## src/rtl/snoopy_bus_arbiter.sv

```systemverilog
// Round-robin arbiter for a snoopy bus. Caches request tenure, the owner may
// broadcast commands, and commandDone pulses once every other cache has acknowledged.
//
// state   | meaning
// --------+---------------------------------------------------------------
// IDLE    | bus free, grant = 0, choose the next requester after lastOwner
// GRANTED | owner holds the bus, waiting for release or commandValid
// SNOOP   | command broadcast, waiting for all non-owner acknowledges
module snoopy_bus_arbiter #(
  parameter int NUMBER_OF_CACHES   = 8,
  parameter int CACHE_NUMBER_WIDTH = $clog2(NUMBER_OF_CACHES)
) (
  input  logic                          clock,
  input  logic                          reset,
  input  logic [NUMBER_OF_CACHES-1:0]   request,
  input  logic                          commandValid,
  input  logic [NUMBER_OF_CACHES-1:0]   snoopAcknowledge,
  output logic [NUMBER_OF_CACHES-1:0]   grant,
  output logic [CACHE_NUMBER_WIDTH-1:0] ownerNumber,
  output logic                          busBusy,
  output logic                          commandDone
);

  typedef enum logic [1:0] {
    IDLE    = 2'd0,
    GRANTED = 2'd1,
    SNOOP   = 2'd2
  } stateType;

  stateType                        state;
  stateType                        nextState;
  logic [CACHE_NUMBER_WIDTH-1:0]   lastOwner;
  logic [CACHE_NUMBER_WIDTH-1:0]   nextLastOwner;
  logic [NUMBER_OF_CACHES-1:0]     nextGrant;
  logic [CACHE_NUMBER_WIDTH-1:0]   nextOwnerNumber;
  logic                            nextBusBusy;
  logic                            nextCommandDone;

  logic                            pickValid;
  logic [CACHE_NUMBER_WIDTH-1:0]   pickIndex;
  logic [CACHE_NUMBER_WIDTH-1:0]   candidate;
  logic                            ownerRequest;
  logic                            acksComplete;

  // Search order starts just after the previous owner and wraps modulo the cache count.
  always_comb begin
    pickValid = 1'b0;
    pickIndex = '0;
    candidate = '0;
    for (int offset = 1; offset <= NUMBER_OF_CACHES; offset++) begin
      candidate = CACHE_NUMBER_WIDTH'((int'(lastOwner) + offset) % NUMBER_OF_CACHES);
      if (!pickValid && request[candidate]) begin
        pickValid = 1'b1;
        pickIndex = candidate;
      end
    end
  end

  assign ownerRequest = request[ownerNumber];
  // The owner's grant bit stands in for its own acknowledge.
  assign acksComplete = &(snoopAcknowledge | grant);

  always_comb begin
    nextState       = state;
    nextGrant       = grant;
    nextOwnerNumber = ownerNumber;
    nextBusBusy     = busBusy;
    nextCommandDone = 1'b0;
    nextLastOwner   = lastOwner;
    unique case (state)
      IDLE: begin
        if (pickValid) begin
          nextState            = GRANTED;
          nextGrant            = '0;
          nextGrant[pickIndex] = 1'b1;
          nextOwnerNumber      = pickIndex;
          nextBusBusy          = 1'b1;
        end
      end
      GRANTED: begin
        // Release takes priority over a coincident command.
        if (!ownerRequest) begin
          nextState       = IDLE;
          nextGrant       = '0;
          nextOwnerNumber = '0;
          nextBusBusy     = 1'b0;
          nextLastOwner   = ownerNumber;
        end else if (commandValid) begin
          nextState = SNOOP;
        end
      end
      SNOOP: begin
        if (acksComplete) begin
          nextCommandDone = 1'b1;
          nextState       = GRANTED;
        end
      end
      default: begin
        nextState       = IDLE;
        nextGrant       = '0;
        nextOwnerNumber = '0;
        nextBusBusy     = 1'b0;
      end
    endcase
  end

  always_ff @(posedge clock) begin
    if (reset) begin
      state       <= IDLE;
      grant       <= '0;
      ownerNumber <= '0;
      busBusy     <= 1'b0;
      commandDone <= 1'b0;
      lastOwner   <= CACHE_NUMBER_WIDTH'(NUMBER_OF_CACHES - 1);
    end else begin
      state       <= nextState;
      grant       <= nextGrant;
      ownerNumber <= nextOwnerNumber;
      busBusy     <= nextBusBusy;
      commandDone <= nextCommandDone;
      lastOwner   <= nextLastOwner;
    end
  end

`ifndef SYNTHESIS
  grantOneHot: assert property (@(posedge clock) disable iff (reset) $onehot0(grant));
  busyMatchesGrant: assert property (@(posedge clock) disable iff (reset) busBusy == (grant != '0));
  ownerMatchesGrant: assert property (@(posedge clock) disable iff (reset)
    (grant == '0) ? (ownerNumber == '0) : grant[ownerNumber]);
`endif

endmodule
```

## config.mk

```make
export PLATFORM = sky130hd
export DESIGN_NAME = snoopy_bus_arbiter
export DESIGN_NICKNAME = d
export VERILOG_FILES = /design/src/rtl/snoopy_bus_arbiter.sv
export SDC_FILE = /design/constraint.sdc
export NUM_CORES = 1
export LEC_CHECK = 0
export ABC_AREA = 1
export CAP_MARGIN = 20
export CORE_MARGIN = 2
export CORE_UTILIZATION = 57
export CTS_CLUSTER_DIAMETER = 150
export DETAILED_ROUTE_END_ITERATION = 10
export PLACE_DENSITY = 0.91
export SYNTH_ARGS = -nofsm -noshare
export SYNTH_HDL_FRONTEND = slang
export SYNTH_SLANG_ARGS = --single-unit
```

## constraint.sdc

```tcl
create_clock -name clock -period 6.6 [get_ports clock]
set_input_delay 0.99 -clock clock [delete_from_list [all_inputs] [get_ports clock]]
set_output_delay 0.99 -clock clock [all_outputs]
set_load 0.05 [all_outputs]
```

==> results of run 1 <==
-- critical path: cells and delay by family, from the launching register on --
| family | cells | cell delay, ns |
|---|---|---|
| AND/OR/NAND/NOR | 9 | 0.91 |
| flip-flops | 1 | 0.69 |
| buffers and inverters | 3 | 0.51 |
| adder cells (fa/ha/maj) | 1 | 0.51 |
| AO/OA/AOI/OAI | 1 | 0.36 |
-- metrics by stage --
stage	hold slack (ns)	utilization [%]	cells	power, mW	setup slack (ns)
final	0.472	69.7	330	1.12	3.54
after global routing	0.491	69.7	330	1.21	3.27
after CTS	0.474	69.7	330	1.11	3.58
after detailed placement	0.456	68.5	326	1.04	3.38
after global placement	0.456	68.5	326	1.02	3.44
after floorplan	0.459	-	269	0.881	4.17
-- final cells by class --
type                    instances  area [um2]  area share [%]
flip-flops and latches         18         360            17.4
well taps                      33        41.3            1.99
repair buffers                 31         310            14.9
inverters                      30         118            5.67
clock buffers                   4        36.3            1.75
multi-input cells             214        1210            58.3
-- flip-flops by register name, indices dropped and copies added, names as in the netlist --
name and cells:
grant 8, lastOwner 3, ownerNumber 3, state 2, busBusy 1, commandDone 1
-- layout by cell type (no fill, tap or decap), types with 2 or more instances in the layout --
master and instances:
inv_2 3, nor2_2 6, o211ai_1 3, a21oi_1 11, ha_1 2, o21ai_0 7, inv_4 2, nand2_4 9
nand3b_1 2, clkdlybuf4s50_1 31, nand3_1 30, clkbuf_4 3, nor2_1 34, nor3_1 2, inv_1 24, nor2_8 2
xor2_1 2, nand3_2 16, nand2_2 5, dfxtp_1 18, or2_2 2, nand2_1 68, nand4_1 3
-- layer usage --
metal  share of wire (%)  global-route usage [%]  up-vias
met2                  49                    41.9       48
li1                    -                       -      939
met1                  45                    32.2      824
met3                 4.7                    1.97        5
met4                0.78                    5.19        0
met5                   0                       0        -
-- worst min path at each step --
stage          startpoint       end  slack, ns  depth (start not counted)
5_1_grt           busBusy   busBusy       0.49                          2
3_3_place_gp      busBusy   busBusy       0.46                          2
6_report          busBusy   busBusy       0.47                          2
4_1_cts           busBusy   busBusy       0.47                          2
2_1_floorplan    state[0]  state[0]       0.46                          1
3_5_place_dp      busBusy   busBusy       0.46                          2
-- power breakdown --
part | switching [mW] | total (mW) | internal [mW] | leakage [nW]
clock network | 0.0353 | 0.0690 | 0.0336 | 0.0210
logic | 0.581 | 0.857 | 0.277 | 0.809
registers | 0.0474 | 0.189 | 0.142 | 0.147
total | 0.663 | 1.12 | 0.452 | 0.977
-- cell families after synthesis --
family	after synthesis	synth area share (%)
XOR/XNOR	3	1.50
adder cells (fa/ha/maj)	2	1.43
flip-flops	18	20.6
buffers and inverters	37	10.2
AO/OA/AOI/OAI	27	9.16
AND/OR/NAND/NOR	182	57.1
==> key figures, run 1 <==
Die
  • Top-level I/O count: 32
  • Die X: roughly 59 um
  • DIE AREA: between 0.003 and 0.004 mm2
  • Rows: 20
  • Die span in y: between 50 and 60 um
  • Initial core utilization: between 50% and 60%
  • Core Area: 0.00298 mm2

Timing
  • # setup viols final: 0
  • Slew HR: ~55%
  • Maximum clock frequency: around 330 MHz
  • Max-slew violation count: 0
  • Total Neg Setup Slack: 0 ns
  • Fin. Hold Viols: 0
  • Clock period minus worst slack: approximately 3 ns
  • Crit share post-route: 46.3%
  • Worst-margin pin slew: about 0.67 ns
  • Clock Skews: ~0.0027 ns
  • RSZ-0062 raised after global routing: false

Route
  • Drt wl/cell: 12.4 um
  • DR pass1 iterations: 4
  • DR DRC count: 0
  • Drt total wl: a little over 4 mm
  • Initial DRC count: 84
  • DR vias: 1816
  • Routed Antenna Nets: 0
  • Via density: 5.50

Yosys
  • Top-count cell post-synth: nand2_1
  • Asr flop ratio synth: 0%
  • Mean Syn Cell Area: roughly 6.5 um2
  • Post-synth EDFFs: 0
  • Largest area contributor in the netlist: dfxtp_1
  • Post-synthesis cell count: approximately 270
  • Main synth FF type: dfxtp_1
  • Distinct cell type count of the synthesized netlist: 37
  • Top post-synthesis cells by count: nand2_1, nor2_1, nand3_1, inv_1, dfxtp_1
  • Synthesized flop and latch total: 18
  • Syn nets: between 200 and 300
  • Seq/Total Area, Yosys: between 20% and 30%
  • Area contributors post-synth: dfxtp_1, nand2_1, nand3_2, nand3_1, nor2_1
  • Post-synth top area share: about a fifth
  • Syn. warnings: 0
  • Mapped cell area: roughly 0.0017 mm2

Clocking
  • Reg clk slew, reported paths: roughly 0.11 ns
  • H-tree level count: 1
  • PostCTS Resize Cnt: 0
  • Postcts setup bufs: 0
  • Clk sinks: 18
  • CTS Buf Count: 3
  • Worst-skew pair later-pin latency: 0.29 ns
  • Root Buffer: clkbuf_4
  • CTS tree: done
  • Hold-fix buffers at CTS: 0
  • Clock Tree Buf Depth: 2

Critical path
  • Crit path max fanout: 11
  • Worst R2R Path Depth: 14
  • Worst path cell trace: inv_2 -> ha_1 -> inv_2 -> nand3_1 -> nand2_1 -> o21ai_0 -> inv_1 -> nand3_1 -> nor2_1 -> nor2_1 -> nand2_1 -> nor2_1 -> nor2_1 -> nor2_1
  • FF-to-FF setup slack: between 3 and 4 ns
  • Slowest CP cell: dfxtp_1
  • CP arrival: ~3.3 ns
  • Critical Path RT: approximately 7 ns
  • CP Launch Type: flip-flop
  • Crit Path Class: reg -> reg
  • Slowest stage delay, CP: 0.69 ns
  • FF-to-FF End: grant[2]
  • CP dominant cell by count: nor2_1
  • Crit Reg-Reg Startpoint: lastOwner[1]
  • Element type at the critical path end: flip-flop
  • Critical path endpoint: grant[2]
  • Critical path launch point: lastOwner[1]

Layout
  • Fillers: 244
  • Nets: about 320
  • Share of post-route cells with drive strength above 1: 17.2%
  • Antenna Cells: 0
  • Post-layout instance area: a little over 0.002 mm2
  • P&R area growth vs syn: 18.7%

Pwr
  • VDD IR max: around 0.00037 V
  • PD cells: 537 mW/mm2
  • Leakage: 0.977 nW

Status
  • Status: finished, final reports clean

Global routing
  • First-pass GRT wire length: around 6.6 mm
  • Maximum number of pins on one net before global-route repair: 17
  • Vias in the first global route: 1567
  • Grt ovf: 0
  • Total GRT Usage: about 24%
  • Number of antenna violations at the first check in global routing: 0

Placed design
  • Port Buffers: 31
  • GP Congestion: ~0.88
  • Detailed-placement wirelength estimate: around 3.3 mm
  • Placed inst area: around 0.0020 mm2

Hold path
  • Hold WC Path Type: reg -> reg

Run
  • Max-Cap Viols: 0
Power figures use the tool's default switching activity.
==> run 2: changes to the inputs <==
--- a/config.mk
+++ b/config.mk
@@ -8,10 +8,10 @@
 export ABC_AREA = 1
 export CAP_MARGIN = 20
 export CORE_MARGIN = 2
-export CORE_UTILIZATION = 57
+export CORE_UTILIZATION = 53
 export CTS_CLUSTER_DIAMETER = 150
 export DETAILED_ROUTE_END_ITERATION = 10
-export PLACE_DENSITY = 0.91
+export PLACE_DENSITY = 0.86
 export SYNTH_ARGS = -nofsm -noshare
 export SYNTH_HDL_FRONTEND = slang
 export SYNTH_SLANG_ARGS = --single-unit
==> constraint.sdc (replaced) <==
create_clock -name clock -period 2.9 [get_ports clock]
set_input_delay 0.435 -clock clock [delete_from_list [all_inputs] [get_ports clock]]
set_output_delay 0.435 -clock clock [all_outputs]
set_load 0.05 [all_outputs]
==> key figures, run 2 (synthesized netlist as in run 1, its figures left out) <==
Die
  • DIE AREA: around 0.0038 mm2
  • Initial core utilization: a little under three fifths
  • Die span in y: 61.5 um
  • Die X: a little over 60 um
  • Rows: 20
  • Top-level I/O count: 32
  • Core Area: 0.00310 mm2

Pwr
  • Seq pwr share: between 10% and 20%
  • Clk pwr share: ~4.6%
  • Combinational power share: between 80 and 90%
  • Leakage: ~1 nW
  • VDD IR max: ~0.00059 V
  • Power Total: 2.53 mW
  • PD cells: between 1000 and 1500 mW/mm2
  • Sw Ratio: approximately three fifths
  • Cell-internal power: between 1 and 1.5 mW
  • Net Sw Power: 1.50 mW

Timing
  • WHS: around 0.49 ns
  • # setup viols final: 0
  • Max-slew violation count: 0
  • Worst-margin pin slew: between 0.5 and 0.6 ns
  • Slew HR: between 60% and 70%
  • RSZ-0062 raised after global routing: false
  • Clock Skews: just under 0.002 ns
  • Crit share post-route: 86.9%
  • Maximum clock frequency: 397 MHz
  • Clock period minus worst slack: 2.52 ns
  • Total Neg Setup Slack: 0 ns
  • Final WS setup: around 0.38 ns
  • Fin. Hold Viols: 0

Critical path
  • CP Launch Type: flip-flop
  • CP arrival: around 2.7 ns
  • Crit Reg-Reg Startpoint: lastOwner[1]
  • Critical Path RT: approximately 3.1 ns
  • Worst path cell trace: inv_2 -> ha_1 -> inv_2 -> nand3_1 -> nand2_1 -> o21ai_0 -> inv_1 -> nand2_2 -> nor2_2 -> nand2_2 -> nand2_4 -> inv_4 -> nor2_2 -> nor2_1 -> nor2_1
  • Element type at the critical path end: flip-flop
  • WP depth: 15
  • Slowest stage delay, CP: about 0.47 ns
  • Worst R2R Path Depth: 15
  • Critical path launch point: lastOwner[1]
  • WP buf/inv: 4
  • Delay-heaviest family, CP: simple AND/OR/NAND/NOR gates
  • Slowest CP cell: ha_1
  • Crit path max fanout: 9
  • Critical path endpoint: grant[2]
  • FF-to-FF End: grant[2]
  • FF-to-FF setup slack: approximately 0.38 ns
  • Crit Path Class: reg -> reg

Placed design
  • Pre-CTS setup slack: around 0.31 ns
  • GP Congestion: roughly 0.93
  • Detailed-placement wirelength estimate: ~3.4 mm
  • Port Buffers: 31

Clocking
  • CTS tree: done
  • Reg clk slew, reported paths: ~0.09 ns
  • Root Buffer: clkbuf_4
  • H-tree level count: 1
  • PostCTS Resize Cnt: 0
  • Clk sinks: 18
  • Worst-skew pair later-pin latency: approximately 0.28 ns
  • Postcts setup bufs: 0
  • CTS Buf Count: 3
  • Hold-fix buffers at CTS: 0
  • Clock Tree Buf Depth: 2

Route
  • Top sig layer: met4
  • DR vias: 1768
  • Drt total wl: a little over 4 mm
  • Initial DRC count: 95
  • DR pass1 iterations: 4
  • Via density: between 5 and 6
  • DR DRC count: 0
  • Drt wl/cell: approximately 12 um
  • Met3 Routed Length: about 180 um
  • Met1 wire length: 1.98 mm
  • Routed Antenna Nets: 0
  • Met2 routed WL: between 1.5 and 2 mm

Layout
  • Fillers: approximately 310
  • FF/Latch Area: ~360 um2
  • Share of post-route cells with drive strength above 1: 18.3%
  • Antenna Cells: 0
  • Commonest cells after routing, fill and taps aside: nand2_1, nor2_1, clkdlybuf4s50_1
  • Commonest non-fill, non-tap cell in the layout: nand2_1
  • Largest registers: grant: 8 flops, lastOwner: 3 flops, ownerNumber: 3 flops
  • P&R area growth vs syn: 20.8%
  • Max reg flops: 8
  • Nets: roughly 320
  • Area of the multi-input gates: 0.00121 mm2
  • Top reg by flops: grant

Global routing
  • Grt ovf: 0
  • Maximum number of pins on one net before global-route repair: 17
  • First-pass GRT wire length: 6.97 mm
  • Vias in the first global route: 1596
  • Total GRT Usage: about a quarter
  • Number of antenna violations at the first check in global routing: 0

Hold path
  • Hold WC Path Type: reg -> reg

Status
  • Status: finished, final reports clean

Run
  • Max-Cap Viols: 0
## run 2: per-layer routing
metal | up-vias | global-route usage, %
li1 | 950 | -
met1 | 775 | 36.7
met2 | 41 | 38.4
met3 | 2 | 3.78
met4 | 0 | 3.04
met5 | - | 0
## run 2: power groups by stage
stage	Sequential [mW]	Combinational, mW	Clock (mW)
2_1_floorplan	0.552	1.45	0
3_3_place_gp	0.393	1.98	0
3_5_place_dp	0.394	2.00	0
4_1_cts	0.390	2.01	0.122
5_1_grt	0.400	2.26	0.131
6_report	0.388	2.03	0.116
## run 2: cell type report
| class | instances | area share (%) |
|---|---|---|
| Clock buffer | 3 | 1.07 |
| Tap cell | 44 | 2.61 |
| Timing Repair Buffer | 36 | 16.5 |
| Inverter | 30 | 5.57 |
| Sequential cell | 18 | 17.1 |
| Multi-Input combinational cell | 214 | 57.3 |
## run 2: how the worst min path moves through the flow
stage	slack, ns	depth (start not counted)	start	to
2_1_floorplan	0.46	1	state[0]	state[0]
5_1_grt	0.51	2	busBusy	busBusy
3_3_place_gp	0.45	2	busBusy	busBusy
4_1_cts	0.49	2	busBusy	busBusy
6_report	0.49	2	busBusy	busBusy
3_5_place_dp	0.48	2	grant[4]	grant[4]
## run 2: worst reg2reg max path: cells and delay by family, from the launching register on
| family | cells | cell delay [ns] |
|---|---|---|
| buffers and inverters | 4 | 0.49 |
| AO/OA/AOI/OAI | 1 | 0.35 |
| flip-flops | 1 | 0.35 |
| AND/OR/NAND/NOR | 9 | 0.75 |
| adder cells (fa/ha/maj) | 1 | 0.47 |
## run 2: through the flow
stage	util [%]	cells	area, um2
final	68.1	345	2110
after global routing	68.1	345	2110
after CTS	68.1	345	2110
after detailed placement	67.4	342	2090
after global placement	67.4	342	2090
after floorplan	-	269	1750
==> run 3: changes to the inputs <==
==> constraint.sdc (replaced) <==
create_clock -name clock -period 2.7 [get_ports clock]
set_input_delay 0.405 -clock clock [delete_from_list [all_inputs] [get_ports clock]]
set_output_delay 0.405 -clock clock [all_outputs]
set_load 0.05 [all_outputs]
==> key figures, run 3 (synthesized netlist as in run 1, its figures left out) <==
Pwr
  • Sw Ratio: about three fifths
  • Clk pwr share: under 10%
  • PD cells: ~1300 mW/mm2
  • Cell-internal power: approximately 1.2 mW
  • VDD IR max: about 0.0007 V
  • Power Total: about 2.8 mW
  • Net Sw Power: about 1.7 mW
  • Seq pwr share: 14.8%
  • Combinational power share: about four fifths
  • Leakage: 1.01 nW

Global routing
  • Total GRT Usage: around 25%
  • First-pass GRT wire length: about 7.2 mm
  • Maximum number of pins on one net before global-route repair: 17
  • Number of antenna violations at the first check in global routing: 0
  • Vias in the first global route: 1653
  • Grt ovf: 0

Critical path
  • Element type at the critical path end: flip-flop
  • Critical path launch point: lastOwner[0]
  • WP buf/inv: 3
  • Crit path max fanout: 9
  • CP Launch Type: flip-flop
  • Crit Reg-Reg Startpoint: lastOwner[0]
  • Crit Path Class: reg -> reg
  • CP arrival: between 2 and 3 ns
  • Delay-heaviest family, CP: simple AND/OR/NAND/NOR gates
  • Critical Path RT: ~3 ns
  • FF-to-FF setup slack: around 0.26 ns
  • Slowest CP cell: ha_2
  • Slowest stage delay, CP: 0.43 ns
  • Worst path cell trace: inv_4 -> ha_2 -> nand3_1 -> nand3_1 -> nand2_1 -> inv_2 -> nand4_4 -> nor2_8 -> nand2_2 -> nor2_2 -> nand2_2 -> nand2_4 -> inv_4 -> nor2_2 -> nor2_1 -> nor2_1

Route
  • Initial DRC count: 75
  • DR vias: about 1800
  • Drt wl/cell: about 12 um
  • Drt total wl: 4.34 mm
  • Routed Antenna Nets: 0
  • Via density: 5.30
  • DR pass1 iterations: 5
  • DR DRC count: 0

Run
  • Max-Cap Viols: 0

Die
  • Top-level I/O count: 32
  • Die span in y: 61.5 um
  • Initial core utilization: 56.4%
  • Core Area: 0.00310 mm2
  • Rows: 20
  • Die X: 61.5 um
  • DIE AREA: 0.00378 mm2

Clocking
  • Worst-skew pair later-pin latency: about 0.30 ns
  • CTS tree: done
  • Root Buffer: clkbuf_4
  • Clock Tree Buf Depth: 2
  • CTS Buf Count: 3
  • Postcts setup bufs: 0
  • Reg clk slew, reported paths: 0.10 ns
  • Clk sinks: 18
  • Hold-fix buffers at CTS: 0
  • H-tree level count: 1

Layout
  • Area of the multi-input gates: about 0.0012 mm2
  • Top reg by flops: grant
  • Antenna Cells: 0
  • Commonest non-fill, non-tap cell in the layout: nand2_1
  • Nets: approximately 330
  • Share of post-route cells with drive strength above 1: about a fifth
  • Fillers: around 280
  • FF/Latch Area: 360 um2
  • Commonest cells after routing, fill and taps aside: nand2_1, nor2_1, clkdlybuf4s50_1
  • Post-layout instance area: about 0.0022 mm2
  • Largest registers: grant: 8 flops, lastOwner: 3 flops, ownerNumber: 3 flops
  • Final core occ: a little over two thirds
  • P&R area growth vs syn: 23.0%
  • Max reg flops: 8

Status
  • Status: finished, final reports clean

Placed design
  • Detailed-placement wirelength estimate: 3.37 mm
  • GP Congestion: roughly 0.94
  • Port Buffers: 31
  • Placed inst area: ~0.0021 mm2

Timing
  • Clock Skews: roughly 0.0066 ns
  • Fin. Hold Viols: 0
  • Max-slew violation count: 0
  • # setup viols final: 0
  • Worst-margin pin slew: 0.583 ns
  • Total Neg Setup Slack: 0 ns
  • Slew HR: 61.0%
  • Clock period minus worst slack: between 2 and 2.5 ns
  • Maximum clock frequency: slightly above 400 MHz
  • RSZ-0062 raised after global routing: false
  • Crit share post-route: 90.2%

Hold path
  • Min-Delay Startpoint: busBusy
  • Hold WC Path Type: reg -> reg
run 3: cell types whose count changed in the layout (fill, tap and decap cells not counted), sizes merged:
cell / previous run / this run
clkbuf: 3 / 4
buf: 5 / 7
run 3: power by group through the flow:
stage          logic [mW]  registers [mW]  clock network [mW]
2_1_floorplan        1.56           0.593                   0
3_3_place_gp         2.15           0.425                   0
3_5_place_dp         2.19           0.426                   0
4_1_cts              2.21           0.421               0.172
5_1_grt              2.49           0.432               0.185
6_report             2.26           0.421               0.168
run 3: final timing paths:
check | endpoint | cells after the start
worst max register to register | grant[3] | 16
worst max-delay path | grant[3] | 16
worst min-delay path | busBusy | 2
worst min register to register | busBusy | 2
run 3: metal layers:
metal	track usage (%)	up-vias	part of all wire (%)	wire (um)
met5	0	-	0	0
met4	4.26	0	0.83	36
met3	5.46	7	6.5	281
met2	40.3	61	47	2050
met1	35.2	829	45	1960
li1	-	946	-	-
run 3: area by class of cell:
type	instances	share of cell area, %
timing repair buffer	38	16.9
inverter	30	5.47
tap	44	2.56
clock buffer	4	1.69
multi-input combinational	214	56.7
sequential	18	16.7
run 3: per-stage QoR:
| step | worst slack (ns) | instances | hold WS (ns) |
|---|---|---|---|
| after floorplan | 0.268 | 269 | 0.459 |
| after global placement | 0.207 | 344 | 0.455 |
| after detailed placement | 0.145 | 344 | 0.459 |
| after CTS | 0.194 | 348 | 0.473 |
| after global routing | 0.0185 | 348 | 0.520 |
| final | 0.263 | 348 | 0.472 |
run 3: worst register-to-register path, stage by stage, from the launching register on:
cell and delay (ns):
dfxtp_1 0.38, inv_4 0.04, ha_2 0.43, nand3_1 0.15, nand3_1 0.14, nand2_1 0.10, inv_2 0.09, nand4_4 0.15
nor2_8 0.16, nand2_2 0.08, nor2_2 0.11, nand2_2 0.10, nand2_4 0.16, inv_4 0.07, nor2_2 0.08, nor2_1 0.06
nor2_1 0.08
run 3: timing repair:
item,CTS,global route
endpoints found under the hold margin,0,0
resized for setup,0,3
setup endpoints to repair,0,5
==> patch 1, RTL diff (flow settings as in run 3) <==
`NUMBER_OF_CACHES`: 8 -> 32.
--- a/src/rtl/snoopy_bus_arbiter.sv
+++ b/src/rtl/snoopy_bus_arbiter.sv
@@ -9,3 +9,3 @@
 module snoopy_bus_arbiter #(
-  parameter int NUMBER_OF_CACHES   = 8,
+  parameter int NUMBER_OF_CACHES   = 32,
   parameter int CACHE_NUMBER_WIDTH = $clog2(NUMBER_OF_CACHES)
Ports: changed (resized grant, ownerNumber, request and snoopAcknowledge); port bits go from 32 to 106. The function was not compared with the original's and may differ.
==> patch 1 against run 3 <==
- the flow now stops in global routing (5_1_grt)
- synthesized area grew to 3.8 times the old value
==> patch 1: results (changes against run 3) <==
stage	metric	value	unit	change
outcome	outcome	stopped before the end		
outcome	Stop stage	global routing (5_1_grt)		
outcome	Log Error	[ERROR GRT-0116] Global routing finished with congestion. Check the congestion regions in the DRC Viewer.		
logic_synthesis	syn_nets	1261		+330%
global_route	first-pass GRT wire length	71.4	mm	
cts	CTS max path bufs	2		unchanged
global_route	Remaining Overflow, GRT	7		
global_route	vias in the first global route	12727		
global_route	global-route usage over all layers	69.5	%	
cts	CTS Buf Count	5		+2
logic_synthesis	Synth area leaders	nand3_1 18%, nand2_1 18%, dfxtp_1 14%		
global_route	pin count of the biggest net entering global routing	42		
logic_synthesis	Synth Warn #	0		unchanged
logic_synthesis	synth unique cells	51		+38%
cts	root cell of the clock tree	clkbuf_16		
placement	Port Buffers	105		+240%
logic_synthesis	Main synth FF type	dfxtp_1		
logic_synthesis	top cells by count, synth	315 x nand2_1, 244 x nand3_1, 138 x nor2_1		
logic_synthesis	Async SR Flop Fraction	0	%	unchanged
logic_synthesis	Seq cells post-synth	46		+28
logic_synthesis	Seq/Total Area, Yosys	13.8	%	-6.8 points
placement	HPWL after DPL	24.2	mm	+620%
placement	pre-CTS setup slack	-2120	ps	-2260 ps
placement	gpl congestion	1.08		+14%
cts	CTS H-tree lvls	2		+1
## patch 1: timing repair
action	4_1_cts
setup buffers	34
pin swaps	31
gates cloned	1
endpoints found under the setup margin	40
gates resized for setup	105
## patch 1: through the flow
stage / utilization, % / setup TNS [ps] / hold WS [ps] / std cells / instance area [sq um]
after CTS: 86.3 / -68900 / 493 / 1692 / 10500
after detailed placement: 79.1 / -79280 / 477 / 1649 / 9580
after global placement: 79.1 / -72010 / 463 / 1649 / 9580
after floorplan: - / -70280 / 522 / 1181 / 6830
## patch 1: cells by family after synthesis
logic type | count (synthesis) | synth area share, %
AND/OR/NAND/NOR | 796 | 56.6
buffers and inverters | 160 | 10.6
AO/OA/AOI/OAI | 147 | 13.3
XOR/XNOR | 19 | 3.23
adder cells (fa/ha/maj) | 13 | 2.44
flip-flops | 46 | 13.8
## patch 1: metal layers
metal / overflow / GRT usage, %
met1: 0 / 69.7
met2: 4 / 86.7
met3: 0 / 54.0
met4: 3 / 67.2
met5: 0 / 23.3
==> patch 2, RTL diff (flow settings as in run 3) <==
Made on the original files. Reset style: asynchronous (`reset`), changed in one clocked block.
--- a/src/rtl/snoopy_bus_arbiter.sv
+++ b/src/rtl/snoopy_bus_arbiter.sv
@@ -106,3 +106,3 @@
 
-  always_ff @(posedge clock) begin
+  always_ff @(posedge clock or posedge reset) begin
     if (reset) begin
Check against the original RTL: differs if reset is asserted again (counterexample within 4 cycles, from zero or initial values and one cycle with reset high); with reset held inactive, the same outputs for 4 cycles.
==> patch 2 against run 3 <==
- count of clock-buffer cells in the layout is the same
- wire length fell by 1.1%
- sequential cell count unchanged
- final area is 1.5% lower
- setup slack improved by 23 ps
- power increased by 8.6%
- clock skew is 2.7 ps higher
- synthesized area down 1.0%
- die area fell by 0.94%
- critical endpoint is now grant[3]
- largest power group unchanged
==> patch 2: results (changes against run 3) <==
stage	metric	value	unit	change
outcome	outcome	finished clean		
global_route	global-route usage over all layers	25.1	%	about the same
global_route	first-pass GRT wire length	7.07	mm	-1.4%
finish	Non-clk invs	28		-6.7%
placement	gpl congestion	1.01		+7.3%
finish	multi-input gates	200		-6.5%
worst_setup_path	CP max stage delay	550	ps	+120 ps
worst_setup_path	Slowest cell on crit path	dfstp_2		
global_route	vias in the first global route	1619		-2.1%
finish	NonClk Buf Share	15.7	%	-1.2 points
global_route	pin count of the biggest net entering global routing	19		+2
power_and_ir_drop	Comb pwr share	79.2	%	about the same
worst_setup_path	CP Max Fanout	10		+1
finish	max reg flops	8		unchanged
placement	placed instance count	324		-5.8%
logic_synthesis	Async SR Flop Fraction	100	%	+100 points
placement	Placed Area	2070	sq um	-1.7%
global_route	met3 usage in global routing	3.15	%	-2.3 points
global_route	Global Route met2 Usage	45.4	%	+5.2 points
sta	Worst Tran Pin Value	662	ps	+78.9 ps
logic_synthesis	synth unique cells	34		-8.1%
power_and_ir_drop	P_leak	0.00103	uW	+1.9%
finish	nonclk buf count	34		-11%
finish	Final clock-cell share	1.71	%	+0.026 points
worst_setup_path	Worst Path Arrival	2650	ps	-30 ps
power_and_ir_drop	worst vdd ir	0.823	mV	+20%
global_route	grt met1 use	30.6	%	-4.7 points
routing	met3 wire length	196	microns	-30%
power_and_ir_drop	sequential power share	15.3	%	+0.5 points
logic_synthesis	top cells by count, synth	88 x nand2_1, 30 x nand3_1, 22 x inv_1		
placement	Port Buffers	31		unchanged
finish	Layout area overhead	22.4	%	
routing	initial detailed-routing violation count	136		+81%
logic_synthesis	Seq/Total Area, Yosys	26.2	%	+5.6 points
hold_path	worst hold path type	in -> async		
routing	vias	1775		-3.7%
logic_synthesis	Synth area leaders	dfrtp_1 22%, nand2_1 19%, nand3_1 8.7%		
routing	Detail Route met2 WL	2.16	mm	+5.1%
finish	Nets	306		-6.1%
finish	Filler cells	262		-5.1%
sta	hold_ws	487	ps	+14.1 ps
power_and_ir_drop	total design power	3090	uW	+8.6%
finish	number of sequential cells	18		unchanged
logic_synthesis	syn_nets	272		-6.2%
finish	fraction of area in multi-input gates	53.6	%	-3.1 points
placement	HPWL after DPL	3.51	mm	+4.2%
logic_synthesis	Mean Syn Cell Area	6.90	sq um	+6.1%
finish	share of cells above drive strength 1	16.5	%	-3.5 points
routing	Routed WL	4.29	mm	-1.1%
placement	pre-CTS setup slack	146	ps	+1.32 ps
routing	Pre-Repair DR Iteration Count	4		-1
sta	Layout Skew	9.23	ps	+2.68 ps
-- patch 2: kinds of logic (layout without fill, tap and decap cells) --
family	count (synthesis)	in the layout	share of synthesized area [%]
compound gates	27	27	9.90
xor+xnor	3	3	3.47
fa+ha+maj	2	2	1.44
buf+inv	33	66	8.89
flops	18	18	26.2
simple gates	168	168	50.1
-- patch 2: what timing repair did --
action	in CTS	in global routing
hold buffers	0	0
gates resized for setup	0	2
setup endpoints to repair	0	12
-- patch 2: final timing paths --
path,startpoint,to,slack (ps),depth (start not counted)
setup / recovery,lastOwner[0],grant[3],290,15
setup reg to reg,lastOwner[0],grant[3],290,15
min in group clock,busBusy,busBusy,490,2
hold / removal,reset,grant[3],490,2
max in group asynchronous,reset,ownerNumber[2],1790,2
hold reg to reg,busBusy,busBusy,490,2
-- patch 2: worst register-to-register path: cells and delay by family (launching register included) --
kind | cells | cell delay, ps
compound gates | 1 | 130
flops | 1 | 550
buf+inv | 2 | 210
fa+ha+maj | 1 | 300
simple gates | 11 | 1170
